[src/rtl/mul_ha_pkg.sv]
// Shared types and helpers for the time-shared half-adder row-pair multiplier.
// Holds the FSM state type, the default sizes, and the row-pair weighting function.
package mul_ha_pkg;

  localparam int DEF_WIDTH  = 8;
  localparam int DEF_PAIRS  = DEF_WIDTH / 2;
  localparam int DEF_PROD_W = 2 * DEF_WIDTH;

  // Widest operand the weighting helper supports; callers zero-extend into it.
  localparam int MAX_W = 32;

  typedef enum logic [1:0] {IDLE, RUN, DONE} state_e;

  // rowval = sum t[i]<<i + sum b[i]<<(i+2)
  function automatic logic [MAX_W+1:0] rowpair_weight(input logic [MAX_W:0]   t,
                                                      input logic [MAX_W-2:0] b);
    logic [MAX_W+1:0] sum;
    sum = '0;
    for (int i = 0; i <= MAX_W; i++) begin
      sum = sum + ((MAX_W+2)'(t[i]) << i);
    end
    for (int i = 0; i <= MAX_W - 2; i++) begin
      sum = sum + ((MAX_W+2)'(b[i]) << (i + 2));
    end
    return sum;
  endfunction

endpackage

[src/rtl/unsigned_mul_8x8_ha_seq_ctrl_ha_rowpair.sv]
// Combinational half-adder row-pair unit: reduces y*x[2k] and y*x[2k+1] into sum bits t and carry bits b.
// APPROX_LSB_EN: when defined, row pair 0 drops its column-1 terms and replaces the column-3 half adder with an OR.
import mul_ha_pkg::*;

module ha_rowpair #(
  parameter int WIDTH = DEF_WIDTH
) (
  input  logic [WIDTH-1:0] y,
  input  logic             xa,
  input  logic             xb,
  input  logic             is_pair0,
  output logic [WIDTH:0]   t,
  output logic [WIDTH-2:0] b
);

  always_comb begin
    t = '0;
    b = '0;
    t[0] = y[0] & xa;
    for (int i = 1; i < WIDTH; i++) begin
      t[i]   = (y[i] & xa) ^ (y[i-1] & xb);
      b[i-1] = (y[i] & xa) & (y[i-1] & xb);
    end
    // Top partial product of the xb row has nothing to pair with; it sits alone in column WIDTH.
    t[WIDTH] = y[WIDTH-1] & xb;
`ifdef APPROX_LSB_EN
    if (is_pair0) begin
      t[1] = 1'b0;
      b[0] = 1'b0;
      t[3] = (y[3] & xa) | (y[2] & xb);
      b[2] = 1'b0;
    end
`endif
  end

`ifndef APPROX_LSB_EN
  logic pair0_unused;
  assign pair0_unused = is_pair0;
`endif

endmodule

[src/rtl/unsigned_mul_8x8_ha_seq_ctrl.sv]
// Sequential unsigned multiplier: one ha_rowpair unit is reused over WIDTH/2 cycles with ready/valid on both sides.
// APPROX_LSB_EN (optional macro) approximates row pair 0 inside ha_rowpair.
import mul_ha_pkg::*;

module unsigned_mul_8x8_ha_seq_ctrl #(
  parameter int WIDTH = DEF_WIDTH
) (
  input  logic              clk,
  input  logic              rst,
  input  logic              in_valid,
  output logic              in_ready,
  input  logic [WIDTH-1:0]  x,
  input  logic [WIDTH-1:0]  y,
  input  logic              abort,
  output logic              out_valid,
  input  logic              out_ready,
  output logic [2*WIDTH-1:0] product,
  output logic              busy
);

  localparam int PAIRS  = WIDTH / 2;
  localparam int PROD_W = 2 * WIDTH;
  localparam int IDX_W  = (PAIRS > 1) ? $clog2(PAIRS) : 1;

  state_e              state, next_state;
  logic [IDX_W-1:0]    idx;
  logic [WIDTH-1:0]    x_q, y_q;
  logic [PROD_W-1:0]   acc;
  logic [PROD_W-1:0]   addend;
  logic                xa, xb, last_pair;
  logic [WIDTH:0]      t;
  logic [WIDTH-2:0]    b;
  logic [MAX_W:0]      t_ext;
  logic [MAX_W-2:0]    b_ext;
  logic [MAX_W+1:0]    weight_all;
  logic [WIDTH+1:0]    rowval;
  logic                weight_hi_unused;

  assign xa        = x_q[{idx, 1'b0}];
  assign xb        = x_q[{idx, 1'b1}];
  assign last_pair = (idx == IDX_W'(PAIRS - 1));

  ha_rowpair #(.WIDTH(WIDTH)) u_rowpair (
    .y        (y_q),
    .xa       (xa),
    .xb       (xb),
    .is_pair0 (idx == '0),
    .t        (t),
    .b        (b)
  );

  always_comb begin
    t_ext = '0;
    b_ext = '0;
    t_ext[WIDTH:0]   = t;
    b_ext[WIDTH-2:0] = b;
    weight_all = rowpair_weight(t_ext, b_ext);
    rowval     = weight_all[WIDTH+1:0];
    addend     = {{(PROD_W-WIDTH-2){1'b0}}, rowval} << {idx, 1'b0};
  end

  assign weight_hi_unused = |weight_all[MAX_W+1:WIDTH+2];

  always_ff @(posedge clk or posedge rst) begin
    if (rst) state <= IDLE;
    else     state <= next_state;
  end

  // abort outranks the output handshake; in_valid is only looked at in IDLE.
  always_comb begin
    next_state = state;
    case (state)
      IDLE: if (in_valid)                next_state = RUN;
      RUN:  if (abort)                   next_state = IDLE;
            else if (last_pair)          next_state = DONE;
      DONE: if (abort || out_ready)      next_state = IDLE;
      default:                           next_state = IDLE;
    endcase
  end

  always_ff @(posedge clk or posedge rst) begin
    if (rst) begin
      idx     <= '0;
      acc     <= '0;
      x_q     <= '0;
      y_q     <= '0;
      product <= '0;
    end else begin
      case (state)
        IDLE: if (in_valid) begin
          x_q <= x;
          y_q <= y;
          acc <= '0;
          idx <= '0;
        end
        RUN: if (abort) begin
          acc <= '0;
          idx <= '0;
        end else if (last_pair) begin
          acc     <= acc + addend;
          product <= acc + addend;
          idx     <= '0;
        end else begin
          acc <= acc + addend;
          idx <= idx + 1'b1;
        end
        DONE: if (abort) acc <= '0;
        default: ;
      endcase
    end
  end

  assign in_ready  = (state == IDLE);
  assign out_valid = (state == DONE);
  assign busy      = (state != IDLE);

endmodule

[config.mk]
export PLATFORM = sky130hd
export DESIGN_NAME = unsigned_mul_8x8_ha_seq_ctrl
export DESIGN_NICKNAME = d
export VERILOG_FILES = /design/src/rtl/mul_ha_pkg.sv /design/src/rtl/unsigned_mul_8x8_ha_seq_ctrl_ha_rowpair.sv /design/src/rtl/unsigned_mul_8x8_ha_seq_ctrl.sv
export SDC_FILE = /design/constraint.sdc
export NUM_CORES = 1
export LEC_CHECK = 0
export ABC_AREA = 1
export CORE_MARGIN = 2
export CORE_UTILIZATION = 45
export CTS_BUF_LIST = sky130_fd_sc_hd__clkbuf_8
export DETAILED_ROUTE_END_ITERATION = 8
export PLACE_DENSITY = 0.7
export SYNTH_ARGS = -nofsm -noshare
export SYNTH_HDL_FRONTEND = slang
export SYNTH_SLANG_ARGS = --single-unit
[constraint.sdc]
create_clock -name clk -period 6.74 [get_ports clk]
set_input_delay 1.348 -clock clk [delete_from_list [all_inputs] [get_ports clk]]
set_output_delay 1.348 -clock clk [all_outputs]
set_load 0.01 [all_outputs]
Word level (Yosys, flattened, before mapping)
Cells that the tools add are included.
{"block": "word_totals", "ff_bits": 52, "out_inout_bits": 19, "inputBits": 21, "elab_cells": 91}
{"block": "op_classes", "eq_ne": 7, "order_cmp": 2, "shifts": 1, "n_reduce_logical": 10, "muxes": 17, "add_sub_neg": 17, "bitwise_logic": 31}
{"op": "$mux W16", "n": 3}
{"op": "$pmux W16 S3", "n": 1}
{"op": "$and A1 B1 Y1", "n": 23}
{"op": "$add A16 B16 Y16", "n": 1}
{"op": "$shl A10 B3 Y16", "n": 1}
{"op": "$mux W2", "n": 7}
{"op": "$add A10 B3 Y10", "n": 1}
{"op": "$add A10 B4 Y10", "n": 1}
{"op": "$add A10 B5 Y10", "n": 1}
{"op": "$add A10 B6 Y10", "n": 1}
{"op": "$add A10 B7 Y10", "n": 1}
{"op": "$add A10 B8 Y10", "n": 1}
{"op": "$add A10 B9 Y10", "n": 1}
{"op": "$add A9 B9 Y10", "n": 1}
{"op": "$add A8 B8 Y9", "n": 1}
{"op": "$reduce_and A3 Y1", "n": 3}
{"op": "$add A7 B7 Y8", "n": 1}
{"op": "$lt A3 B4 Y1 const B", "n": 2}
{"op": "$add A6 B6 Y7", "n": 1}
{"op": "$xor A1 B1 Y1", "n": 7}
{"op": "$add A5 B5 Y6", "n": 1}
{"op": "$pmux W2 S3", "n": 1}
{"op": "$add A4 B4 Y5", "n": 1}
{"op": "$add A3 B3 Y4", "n": 1}
{"op": "other kinds (16)", "n": 22}

Depth between registers and ports, before layout
Gate-level depths: netlist of the first run.
{"block": "depth", "depth_word": 23, "depth_mapped": 27}

Modules after synthesis
Synthesis of the first run repeated with hierarchy kept, for this count alone.
{"block": "hier_totals", "hier_cells": 517, "hier_area_um2": 3667.3}
{"module": "unsigned_mul_8x8_ha_seq_ctrl", "area_each_um2": 3449.6, "seq_area_each_um2": 1301.2, "instances": 1, "cells_each": 476}
{"module": "ha_rowpair", "area_each_um2": 217.7, "seq_area_each_um2": 0.0, "instances": 1, "cells_each": 41}

Least setup slack after synthesis of the first run
No wires, ideal clock.
{"block": "synth_path", "kind": "reg-to-reg", "startpoint": "register idx[0]", "endpoint": "register acc[15]", "stages_incl_launch_ff": 24, "arrival_ns": 3.686, "path_slack_ns": 2.937, "setup_time_ns": 0.117, "path_cell_list": "dfrtp_1 > buf_2 > o21ai_0 > nor2_1 > a21oi_1 > nor2_1 > ha_1 > ha_1 > fa_1 > nand3_1 > nand2_1 > xnor2_1 > o21ai_0 > nand2_1 > o21ai_0 > ha_1 > a21oi_1 > nand2_1 > nand2_1 > nand2_1 > a21oi_1 > nand3_1 > nand3_1 > nand2_1"}
{"block": "synth_between", "elab_chain_len": 23, "word_cells_on_any_way": 53}
{"element": "from (decl)", "line_no": "unsigned_mul_8x8_ha_seq_ctrl.sv:26", "text": "logic [IDX_W-1:0] idx;"}
{"element": "from (signal assigned)", "line_no": "unsigned_mul_8x8_ha_seq_ctrl.sv:105", "text": "idx <= idx + 1'b1;"}
{"element": "$bmux W1 S2, on equally long branches", "line_no": "unsigned_mul_8x8_ha_seq_ctrl.sv:39, unsigned_mul_8x8_ha_seq_ctrl.sv:40"}
{"element": "$mux W1, on equally long branches", "line_no": "unsigned_mul_8x8_ha_seq_ctrl.sv:39, unsigned_mul_8x8_ha_seq_ctrl.sv:40"}
{"element": "$and A1 B1 Y1", "line_no": "unsigned_mul_8x8_ha_seq_ctrl_ha_rowpair.sv:21, unsigned_mul_8x8_ha_seq_ctrl_ha_rowpair.sv:22"}
{"element": "$xor A1 B1 Y1", "line_no": "unsigned_mul_8x8_ha_seq_ctrl_ha_rowpair.sv:21", "text": "t[i] = (y[i] & xa) ^ (y[i-1] & xb);"}
{"element": "$add A1 B2 Y3", "line_no": "mul_ha_pkg.sv:20", "text": "sum = sum + ((MAX_W+2)'(t[i]) << i);"}
{"element": "$add A3 B3 Y4", "line_no": "mul_ha_pkg.sv:20"}
{"element": "$add A4 B4 Y5", "line_no": "mul_ha_pkg.sv:20"}
{"element": "$add A5 B5 Y6", "line_no": "mul_ha_pkg.sv:20"}
{"element": "[... 7 more ...]"}
{"element": "$add A10 B6 Y10", "line_no": "mul_ha_pkg.sv:23", "text": "sum = sum + ((MAX_W+2)'(b[i]) << (i + 2));"}
{"element": "$add A10 B7 Y10", "line_no": "mul_ha_pkg.sv:23"}
{"element": "$add A10 B8 Y10", "line_no": "mul_ha_pkg.sv:23"}
{"element": "$add A10 B9 Y10", "line_no": "mul_ha_pkg.sv:23"}
{"element": "$shl A10 B3 Y16 (*)", "line_no": "unsigned_mul_8x8_ha_seq_ctrl.sv:59", "text": "addend = {{(PROD_W-WIDTH-2){1'b0}}, rowval} << {idx, 1'b0};"}
{"element": "$add A16 B16 Y16 (*)", "line_no": "unsigned_mul_8x8_ha_seq_ctrl.sv:100, unsigned_mul_8x8_ha_seq_ctrl.sv:104"}
{"element": "$mux W16 (*)", "line_no": "unsigned_mul_8x8_ha_seq_ctrl.sv:96", "text": "RUN: if (abort) begin"}
{"element": "$pmux W16 S3 (*)", "line_no": "unsigned_mul_8x8_ha_seq_ctrl.sv:89", "text": "case (state)"}
{"element": "to (signal assigned)", "line_no": "unsigned_mul_8x8_ha_seq_ctrl.sv:100", "text": "acc <= acc + addend;"}
{"element": "to (signal assigned)", "line_no": "unsigned_mul_8x8_ha_seq_ctrl.sv:104", "text": "acc <= acc + addend;"}
{"element": "to (decl)", "line_no": "unsigned_mul_8x8_ha_seq_ctrl.sv:28", "text": "logic [PROD_W-1:0] acc;"}
Mark *: on every way between the ends. The rest lies on a longest branch, timed or not. The select of a mux whose other input is x is not followed.
A chain may end at the register's enable or synchronous reset.

Final worst setup path of the first run
{"block": "layout_path", "startpoint": "register idx[0]", "endpoint": "register product[15]"}
{"block": "layout_between", "elab_chain_len": 21, "word_cells_on_any_way": 53}
{"element": "$bmux W1 S2, on equally long branches", "line_no": "unsigned_mul_8x8_ha_seq_ctrl.sv:39, unsigned_mul_8x8_ha_seq_ctrl.sv:40"}
{"element": "$mux W1, on equally long branches", "line_no": "unsigned_mul_8x8_ha_seq_ctrl.sv:39, unsigned_mul_8x8_ha_seq_ctrl.sv:40"}
{"element": "$and A1 B1 Y1", "line_no": "unsigned_mul_8x8_ha_seq_ctrl_ha_rowpair.sv:21, unsigned_mul_8x8_ha_seq_ctrl_ha_rowpair.sv:22"}
{"element": "$xor A1 B1 Y1", "line_no": "unsigned_mul_8x8_ha_seq_ctrl_ha_rowpair.sv:21"}
{"element": "$add A1 B2 Y3", "line_no": "mul_ha_pkg.sv:20"}
{"element": "$add A3 B3 Y4", "line_no": "mul_ha_pkg.sv:20"}
{"element": "$add A4 B4 Y5", "line_no": "mul_ha_pkg.sv:20"}
{"element": "$add A5 B5 Y6", "line_no": "mul_ha_pkg.sv:20"}
{"element": "[... 5 more ...]"}
{"element": "$add A10 B4 Y10", "line_no": "mul_ha_pkg.sv:23"}
{"element": "$add A10 B5 Y10", "line_no": "mul_ha_pkg.sv:23"}
{"element": "$add A10 B6 Y10", "line_no": "mul_ha_pkg.sv:23"}
{"element": "$add A10 B7 Y10", "line_no": "mul_ha_pkg.sv:23"}
{"element": "$add A10 B8 Y10", "line_no": "mul_ha_pkg.sv:23"}
{"element": "$add A10 B9 Y10", "line_no": "mul_ha_pkg.sv:23"}
{"element": "$shl A10 B3 Y16", "line_no": "unsigned_mul_8x8_ha_seq_ctrl.sv:59"}
{"element": "$add A16 B16 Y16", "line_no": "unsigned_mul_8x8_ha_seq_ctrl.sv:101", "text": "product <= acc + addend;"}
{"element": "to (signal assigned)", "line_no": "unsigned_mul_8x8_ha_seq_ctrl.sv:101"}
{"element": "to (decl)", "line_no": "unsigned_mul_8x8_ha_seq_ctrl.sv:17", "text": "output logic [2*WIDTH-1:0] product,"}
Parallel ways exist; a longest one is shown, timed or not. The select of a mux whose other input is x is not followed.

==> results.tsv, run 1 <==
metric	value	unit
status	finished, final reports clean	
YS warnings	0	
Slew Viols, Final	0	
placed cells	629	
clock-pin slew on the worst setup and hold paths	0.10	ns
peak supply drop	0.1563	mV
Die Width	93.69	µm
post-synth cell types	34	
antenna violations before repair	0	
I/O pins	40	
Post-Syn Nets	553	
Max FO, Critical Path	24	
H-Tree Depth	2	
final hold viol count	0	
CTS sink count	52	
gpl congestion	0.9162	
Worst Hold Class	register to register	
Syn Area/Cell	7.239	µm²
clk_lat worst skew	0.31	ns
layout cell share with drive strength beyond 1	4.673	%
worst slew pin tran	1.083	ns
Slowest-stage cell, CP	dfrtp_1	
Synth Instances	500	
Static Leak	0.002219	µW
post-cts sizing count	0	
setup violators final	0	
Max Cap Viol	0	
Layout area overhead	14.79	%
Fmax	201.2	MHz
Total Power Consumption	1539	µW
nets@finish	587	
first-pass GRT wire length	14280	µm
Clock Tree Root	clkbuf_8	
HPWL after DPL	6130	µm
Compound-Gate Fraction of Synth Area	10.06	%
commonest non-fill, non-tap cell in the layout	nand2_1	
worst setup margin	1.770	ns
synthesis-stage register bit count	52	
via count	3213	
Synth Area in Simple Gates	32.39	%
WL/cell	12.52	µm
CP Launch Type	register	
Hold Path Depth	2	
CP cell instances	inv_1 > nor2_1 > nor2_1 > a21oi_1 > nor2_1 > ha_1 > ha_1 > fa_1 > nand3_1 > nand2_1 > xnor2_1 > o21ai_0 > nand2_1 > o21ai_0 > ha_1 > nand2_1 > inv_1 > a21oi_1 > nand2_1 > a21oi_1 > nand3_1 > nand3_1 > nand2_1	
Critical Path RT	6.95	ns
post-synth top area cell	dfrtp_1	
Hold Path End	x_q[6]$_DFFE_PP0P_	
synth top area cells	dfrtp_1 36%, nand2_1 18%, ha_1 10%	
Antenna diodes	0	
critical path's largest stage delay	0.77	ns
gr usage total	20.23	%
Slew headroom	27.70	%
Starting Density	46.60	%
RSZ-0062 raised after global routing	false	
reg-to-reg endpoint	product[15]$_DFFE_PP0P_	
Final Non-Filler Cells	637	
Die H	93.69	µm
Setup CP Type	register to register	
PortBufs	39	
most frequent cells in the layout	170 x nand2_1, 52 x dfrtp_1, 48 x inv_1, 43 x nand3_1, 40 x nor2_1	
vias per std cell	5.044	
Die ar.	8777	µm²
CP arrival	5.18	ns
largest net degree at the start of global routing	53	
CTS tree	built	
drt pass-1 iters	5	
Residual DRC	0	
period utilisation layout	73.74	%
grt total ovfl	0	
setup tns final	0	ns
post-layout min period	4.970	ns
final wirelength	7974	µm
hold buffers post-CTS	0	
CTS Buf Count	5	
Worst R2R Path Depth	23	
remaining antenna violation count	0	
Synth Cell Area	3620	µm²
DR iter-0 viols	209	
HP Start	x_q[6]$_DFFE_PP0P_	
Site Rows	32	
vias in the first global route	3132	
Layout Skew	0.004582	ns
sequential share of the synthesized area	35.95	%
most frequent CP cell	nand2_1	
XOR/XNOR Fraction of Synth Area	2.420	%
CTS Buffer Depth	2	
Adder-Cell Fraction of Synth Area	11.48	%
post-route core utilization	53.50	%
core area	7767	µm²
post-CTS repair timing setup buffer count	0	
largest family of logic cells by synthesized area	simple AND/OR/NAND/NOR gates	
multiplexer area fraction after synthesis	0.2765	%
Worst R2R Start	idx[0]$_DFFE_PP0P_	
Pwr Density	370.4	nW/µm²
CP endpoint kind	register	
R2R Setup Slk	1.77	ns
Synth top area share	35.95	%
pre-CTS WS	1.833	ns
layout make-up:
type	count	area (µm²)
Clock buffer	5	68.82
Clock inverter	3	20.02
Fill cell	795	3612
Timing Repair Buffer	39	390.4
Inverter	52	197.7
Multi-Input combinational cell	384	2049
Tap cell	102	127.6
Sequential cell	52	1301
per-layer routing:
metal | global-route usage, % | vias to the layer above | part of all wire [%]
met5 | 0 | - | 0
met4 | 3.623 | 0 | 0.51
met3 | 2.809 | 2 | 3.2
met2 | 35.06 | 58 | 47
met1 | 27.25 | 1476 | 49
li1 | - | 1677 | -
synth_stat cells:
| cell type | number |
|---|---|
| a21oi_1 | 17 |
| a21oi_2 | 1 |
| nand2_2 | 3 |
| inv_4 | 1 |
| o41ai_1 | 1 |
| buf_4 | 1 |
| clkbuf_1 | 3 |
| nand4_1 | 6 |
| nor2_4 | 2 |
| inv_1 | 48 |
| nor2_2 | 1 |
| a22o_1 | 1 |
| dfrtp_1 | 52 |
| inv_2 | 3 |
| o21ai_0 | 32 |
| xor2_1 | 4 |
| o21bai_1 | 2 |
| or2_2 | 1 |
| and3_1 | 1 |
| xnor2_1 | 6 |
| ha_1 | 30 |
| fa_1 | 2 |
| nand3_1 | 43 |
| mux2i_1 | 1 |
| nor2_8 | 1 |
| or2_1 | 1 |
| buf_2 | 6 |
| o21ai_1 | 7 |
| nand3b_1 | 6 |
| a21o_1 | 1 |
| nor2_1 | 40 |
| nand2_1 | 170 |
| buf_6 | 2 |
| o21ai_2 | 4 |
worst max-delay path, delay by kind of cell, from the launching register on:
| kind | cells | cell delay (ns) |
|---|---|---|
| fa+ha+maj | 4 | 1.31 |
| simple gates | 11 | 1.12 |
| compound gates | 5 | 1.05 |
| flops | 1 | 0.77 |
| buf+inv | 2 | 0.39 |
| xor+xnor | 1 | 0.24 |
per-stage QoR:
step	area (µm²)	hold WS [ns]
after floorplan	3620	0.4367
after global placement	4066	0.4641
after detailed placement	4066	0.4654
after CTS	4155	0.4919
after global routing	4155	0.5161
final	4155	0.4872
sequential cells by signal, indices dropped and copies added (netlist names):
| register | count |
|---|---|
| acc | 16 |
| product | 16 |
| x_q | 8 |
| y_q | 8 |
| state | 2 |
| idx | 2 |
where the power goes:
group	switching (µW)	total, µW	internal, µW
registers	73.3	475	401
clock network	110	182	72.7
logic	542	882	340
total	725	1540	814
worst max path at each step:
| stage | startpoint | endpoint | slack [ns] |
|---|---|---|---|
| 3_3_place_gp | idx[0]$_DFFE_PP0P_ | product[15]$_DFFE_PP0P_ | 1.90 |
| 6_report | idx[0]$_DFFE_PP0P_ | product[15]$_DFFE_PP0P_ | 1.77 |
| 4_1_cts | idx[0]$_DFFE_PP0P_ | product[15]$_DFFE_PP0P_ | 1.80 |
| 2_1_floorplan | idx[0]$_DFFE_PP0P_ | acc[15]$_DFFE_PP0P_ | 2.94 |
| 3_5_place_dp | idx[0]$_DFFE_PP0P_ | product[15]$_DFFE_PP0P_ | 1.83 |
| 5_1_grt | idx[0]$_DFFE_PP0P_ | acc[11]$_DFFE_PP0P_ | 1.14 |
kinds of logic after synthesis:
group / after synthesis
AOI/OAI and AO/OA: 66
adders and majority gates: 32
DFF: 52
and+or+nand+nor: 275
xor gates and xnor gates: 10
buffers and inverters: 64
muxes: 1
Note: power is estimated with default switching activity, not from simulation.
==> run 2, diff against run 1 <==
--- a/config.mk
+++ b/config.mk
@@ -10,7 +10,7 @@
 export CORE_UTILIZATION = 45
 export CTS_BUF_LIST = sky130_fd_sc_hd__clkbuf_8
 export DETAILED_ROUTE_END_ITERATION = 8
-export PLACE_DENSITY = 0.7
+export PLACE_DENSITY = 0.73
 export SYNTH_ARGS = -nofsm -noshare
 export SYNTH_HDL_FRONTEND = slang
 export SYNTH_SLANG_ARGS = --single-unit
==> constraint.sdc (replaced) <==
create_clock -name clk -period 4.4 [get_ports clk]
set_input_delay 0.88 -clock clk [delete_from_list [all_inputs] [get_ports clk]]
set_output_delay 0.88 -clock clk [all_outputs]
set_load 0.01 [all_outputs]
==> run 2 against run 1 <==
Against the previous run: combinational power rose by 64%; die area unchanged; highest routed layer unchanged; clock skew up 0.0068 ns; first-iteration DRC count shrank 20%; clock power grew 55%; via count grew 1.2%; clock-buffer cell count up 1.
==> results.tsv, run 2 (synthesis results as in run 1) <==
metric	value	unit
status	finished, final reports clean	
Die ar.	8777	µm²
Pwr Density	576.0	nW/µm²
fill cell count	785	
DR iter-0 viols	167	
hold_ws	0.4837	ns
largest net degree at the start of global routing	53	
final wirelength	8213	µm
H-Tree Depth	2	
CP endpoint kind	register	
clk_lat worst skew	0.31	ns
end of the critical path	product[11]$_DFFE_PP0P_	
Worst R2R Start	idx[0]$_DFFE_PP0P_	
layout cell share with drive strength beyond 1	6.273	%
commonest non-fill, non-tap cell in the layout	nand2_1	
Max Cap Viol	0	
core area	7767	µm²
Slew Viols, Final	0	
final hold viol count	0	
nets@finish	594	
grt total ovfl	0	
Slew headroom	28.27	%
Fmax	239.4	MHz
I/O pins	40	
Die Width	93.69	µm
HPWL after DPL	6296	µm
clock-pin slew on the worst setup and hold paths	0.09	ns
CP arrival	4.38	ns
remaining antenna violation count	0	
R2R Setup Slk	0.22	ns
Starting Density	46.60	%
Max FO, Critical Path	8	
Layout Skew	0.01142	ns
vias in the first global route	3140	
dpl cell area	4104	µm²
via count	3250	
peak supply drop	0.2072	mV
Top Registers	acc (16), product (16)	
gr usage total	20.49	%
Antenna diodes	0	
Final Cell Area	4235	µm²
reg-to-reg endpoint	product[11]$_DFFE_PP0P_	
Static Leak	0.002265	µW
Site Rows	32	
post-route core utilization	54.53	%
Layout area overhead	17.01	%
post-layout min period	4.177	ns
Residual DRC	0	
Die H	93.69	µm
hold buffers post-CTS	0	
worst setup margin	0.2227	ns
Clock Tree Root	clkbuf_8	
CTS tree	built	
WL/cell	12.75	µm
CP Launch Type	register	
CTS Buffer Depth	2	
setup violators final	0	
Worst Hold Class	register to register	
Worst R2R Path Depth	22	
drt pass-1 iters	7	
most frequent cells in the layout	170 x nand2_1, 52 x dfrtp_1, 49 x inv_1, 43 x nand3_1, 40 x nor2_1	
PortBufs	39	
pre-CTS WS	0.2063	ns
antenna violations before repair	0	
Crit. Startpoint	idx[0]$_DFFE_PP0P_	
period utilisation layout	94.94	%
vias per std cell	5.047	
gpl congestion	1.008	
worst slew pin tran	1.076	ns
CTS Buf Count	5	
CTS sink count	52	
first-pass GRT wire length	14350	µm
Critical Path RT	4.60	ns
Setup CP Type	register to register	
==> run 2: cell types whose count changed in the layout (fill, tap and decap cells not counted), sizes merged <==
cell	before	now
clkbuf	5	6
inv	53	54
clkinv	1	0
buf	0	7
clkinvlp	1	0
==> run 2: per-stage QoR <==
step | power, µW | TNS [ns] | cells
2_1_floorplan | 1713 | 0 | 500
3_3_place_gp | 2084 | 0 | 634
3_5_place_dp | 2117 | 0 | 634
4_1_cts | 2404 | 0 | 642
5_1_grt | 2695 | -0.08051 | 644
6_report | 2440 | 0 | 644
==> run 2: layout make-up <==
cell class                 count  area [µm²]  share of cell area (%)
multi-input combinational    384        2076                   49.01
sequential                    52        1301                   30.72
timing repair buffer          46       442.9                   10.46
inverter                      52       197.7                   4.668
tap                          102       127.6                   3.013
clock buffer                   6       82.58                   1.950
clock inverter                 2       7.507                  0.1773
==> run 2: power breakdown <==
part	total [µW]	switching, µW	internal, µW
clock	283	159	124
combinational	1450	881	574
sequential	702	86.2	615
==> run 2: worst max-delay path, cell delays in order (launching register included) <==
cell and delay [ns]:
dfrtp_1 0.45, nand2_1 0.09, o21ai_0 0.16, a21oi_4 0.31
nor2_1 0.09, ha_1 0.30, ha_1 0.21, fa_1 0.43
nand3_1 0.10, nand2_1 0.07, xnor2_1 0.15, o21ai_0 0.22
nand2_1 0.07, o21ai_0 0.12, ha_1 0.34, nand2_1 0.16
inv_1 0.06, a21oi_1 0.14, nand2_1 0.18, nand3_1 0.14
nand4_1 0.13, nand3_1 0.13, nand2_1 0.05
==> run 2: layer usage <==
layer,GRT usage [%],share of wire (%)
met5,0,0
met4,5.918,1.4
met2,34.46,48
met1,27.47,47
met3,2.970,3.5
==> run 2: worst min path at each step <==
stage	start	to	slack [ns]	cells past startpoint
2_1_floorplan	x_q[5]$_DFFE_PP0P_	x_q[5]$_DFFE_PP0P_	0.44	2
3_3_place_gp	product[14]$_DFFE_PP0P_	product[14]$_DFFE_PP0P_	0.46	2
3_5_place_dp	product[8]$_DFFE_PP0P_	product[8]$_DFFE_PP0P_	0.47	2
4_1_cts	product[8]$_DFFE_PP0P_	product[8]$_DFFE_PP0P_	0.49	2
5_1_grt	x_q[7]$_DFFE_PP0P_	x_q[7]$_DFFE_PP0P_	0.51	2
6_report	product[8]$_DFFE_PP0P_	product[8]$_DFFE_PP0P_	0.48	2
==> run 2: repair_timing <==
| action | 4_1_cts | 5_1_grt |
|---|---|---|
| setup endpoints to repair | 0 | 12 |
| buffers inserted | 0 | 2 |
| hold endpoints to repair | 0 | 0 |
| gates resized for setup | 0 | 5 |
==> run 3, diff against run 2 <==
--- a/config.mk
+++ b/config.mk
@@ -6,9 +6,9 @@
 export NUM_CORES = 1
 export LEC_CHECK = 0
 export ABC_AREA = 1
-export CORE_MARGIN = 2
 export CORE_UTILIZATION = 45
 export CTS_BUF_LIST = sky130_fd_sc_hd__clkbuf_8
+export CTS_CLUSTER_SIZE = 40
 export DETAILED_ROUTE_END_ITERATION = 8
 export PLACE_DENSITY = 0.73
 export SYNTH_ARGS = -nofsm -noshare
==> constraint.sdc (replaced) <==
create_clock -name clk -period 4.4 [get_ports clk]
set_input_delay 1.1 -clock clk [delete_from_list [all_inputs] [get_ports clk]]
set_output_delay 1.1 -clock clk [all_outputs]
set_load 0.01 [all_outputs]
==> run 3 against run 2 <==
Against the previous run: combinational power about the same; flip-flop and latch count did not move; clock power up 1%; critical endpoint unchanged; largest cell class unchanged; highest routed layer unchanged.
==> results.tsv, run 3 (synthesis results as in run 1) <==
metric	value	unit
status	finished, final reports clean	
antenna violations before repair	0	
final wirelength	7978	µm
critical path's largest stage delay	0.45	ns
clock-pin slew on the worst setup and hold paths	0.10	ns
most frequent cells in the layout	170 x nand2_1, 51 x dfrtp_1, 47 x inv_1, 43 x nand3_1, 40 x nor2_1	
commonest non-fill, non-tap cell in the layout	nand2_1	
WL/cell	12.43	µm
Sw Pwr	1111	µW
setup tns final	0	ns
CP Launch Type	register	
Site Rows	32	
CP cell instances	inv_1 > nand2_1 > a21oi_1 > a21oi_4 > nor2_1 > ha_1 > ha_1 > fa_1 > nand3_1 > nand2_1 > xnor2_1 > o21ai_1 > nand2_1 > o21ai_0 > ha_1 > nand2_1 > nor2_1 > nand2_1 > nand2_1 > nand3_1 > nand3_1 > nand2_1 > nand3_1 > nand2_1	
most frequent CP cell	nand2_1	
CTS sink count	52	
HPWL after DPL	6271	µm
Slowest-stage cell, CP	dfrtp_2	
gpl congestion	0.9703	
Static Leak	0.002249	µW
Max FO, Critical Path	9	
CTS Buf Count	5	
H-Tree Depth	2	
Max Cap Viol	0	
Layout area overhead	16.28	%
post-route core utilization	54.19	%
Antenna diodes	0	
CP arrival	4.26	ns
remaining antenna violation count	0	
HP Start	x_q[7]$_DFFE_PP0P_	
Switching Fraction	46.13	%
Critical Path RT	4.61	ns
Worst R2R Start	idx[0]$_DFFE_PP0P_	
fill cell count	800	
Die H	91.69	µm
worst slew pin tran	1.082	ns
CTS tree	built	
first-pass GRT wire length	14140	µm
Comb pwr share	59.0	%
final hold viol count	0	
reg-to-reg endpoint	product[11]$_DFFE_PP0P_	
Worst R2R Path Depth	24	
CTS Buffer Depth	2	
Pwr Density	572.1	nW/µm²
part of the power in registers	29.1	%
hold buffers post-CTS	0	
Slew Viols, Final	0	
CP endpoint kind	register	
post-layout min period	4.048	ns
layout cell share with drive strength beyond 1	6.111	%
largest net degree at the start of global routing	53	
PortBufs	39	
grt total ovfl	0	
Fmax	247.0	MHz
Worst Hold Class	register to register	
gr usage total	20.71	%
period utilisation layout	92.01	%
Final Non-Filler Cells	642	
Residual DRC	0	
vias per std cell	5.045	
core area	7767	µm²
setup violators final	0	
I/O pins	40	
placed cells	634	
vias in the first global route	3127	
Die ar.	8406	µm²
Clk pwr share	11.9	%
R2R Setup Slk	0.35	ns
Slew headroom	27.90	%
clk_lat worst skew	0.31	ns
Top Registers	acc (16), product (16)	
RSZ-0062 raised after global routing	false	
Layout Skew	0.008161	ns
Clock Tree Root	clkbuf_8	
Die Width	91.69	µm
hold_ws	0.4870	ns
Int Pwr	1297	µW
Hold Path Depth	2	
via count	3239	
Hold Path End	x_q[7]$_DFFE_PP0P_	
peak supply drop	0.2138	mV
Starting Density	46.60	%
drt pass-1 iters	4	
DR iter-0 viols	114	
nets@finish	592	
Setup CP Type	register to register	
## run 3: cell type report
cell class | count | area [µm²] | area share [%]
multi-input combinational | 384 | 2061 | 48.96
sequential | 52 | 1303 | 30.95
timing repair buffer | 44 | 427.9 | 10.17
inverter | 52 | 197.7 | 4.697
tap | 102 | 127.6 | 3.032
clock buffer | 6 | 82.58 | 1.962
clock inverter | 2 | 10.01 | 0.2378
## run 3: repair_timing
action | 4_1_cts | 5_1_grt
setup buffers | 0 | 0
gates resized for setup | 0 | 4
endpoints found under the setup margin | 0 | 14
## run 3: critical path: cells and delay by family, from the launching register on
| kind | cells | cell delay, ns |
|---|---|---|
| flip-flops | 1 | 0.45 |
| AND/OR/NAND/NOR | 14 | 1.34 |
| AO/OA/AOI/OAI | 4 | 0.56 |
| buffers and inverters | 1 | 0.10 |
| adder cells (fa/ha/maj) | 4 | 1.29 |
| XOR/XNOR | 1 | 0.20 |
## run 3: power by group through the flow
| stage | registers [µW] | clock network, µW | logic [µW] |
|---|---|---|---|
| final | 700 | 287 | 1420 |
| after global routing | 719 | 312 | 1630 |
| after CTS | 700 | 294 | 1420 |
| after detailed placement | 709 | 0 | 1420 |
| after global placement | 704 | 0 | 1390 |
| after floorplan | 710 | 0 | 1000 |
## run 3: stage by stage
stage | setup WS (ns) | cell area [µm²] | power (µW)
2_1_floorplan | 0.5965 | 3620 | 1713
3_5_place_dp | 0.2511 | 4104 | 2124
4_1_cts | 0.2323 | 4197 | 2415
6_report | 0.3517 | 4209 | 2408
3_3_place_gp | 0.3615 | 4104 | 2090
5_1_grt | 0.005268 | 4209 | 2660
## run 3: worst max path at each step
stage | depth (start not counted) | start | to
final | 24 | idx[0]$_DFFE_PP0P_ | product[11]$_DFFE_PP0P_
after global routing | 23 | idx[0]$_DFFE_PP0P_ | product[11]$_DFFE_PP0P_
after CTS | 23 | idx[0]$_DFFE_PP0P_ | product[11]$_DFFE_PP0P_
after detailed placement | 23 | idx[0]$_DFFE_PP0P_ | product[11]$_DFFE_PP0P_
after global placement | 22 | idx[0]$_DFFE_PP0P_ | product[11]$_DFFE_PP0P_
after floorplan | 23 | idx[0]$_DFFE_PP0P_ | acc[15]$_DFFE_PP0P_
## run 3: metal layers
metal  GRT usage, %  share of wire (%)  wire, µm  vias up
met4          4.497               0.71        57        0
met2          35.84                 47      3749       39
met5              0                  0         0        -
met1          27.85                 50      4002     1501
li1               -                  -         -     1695
met3          2.322                2.1       169        4
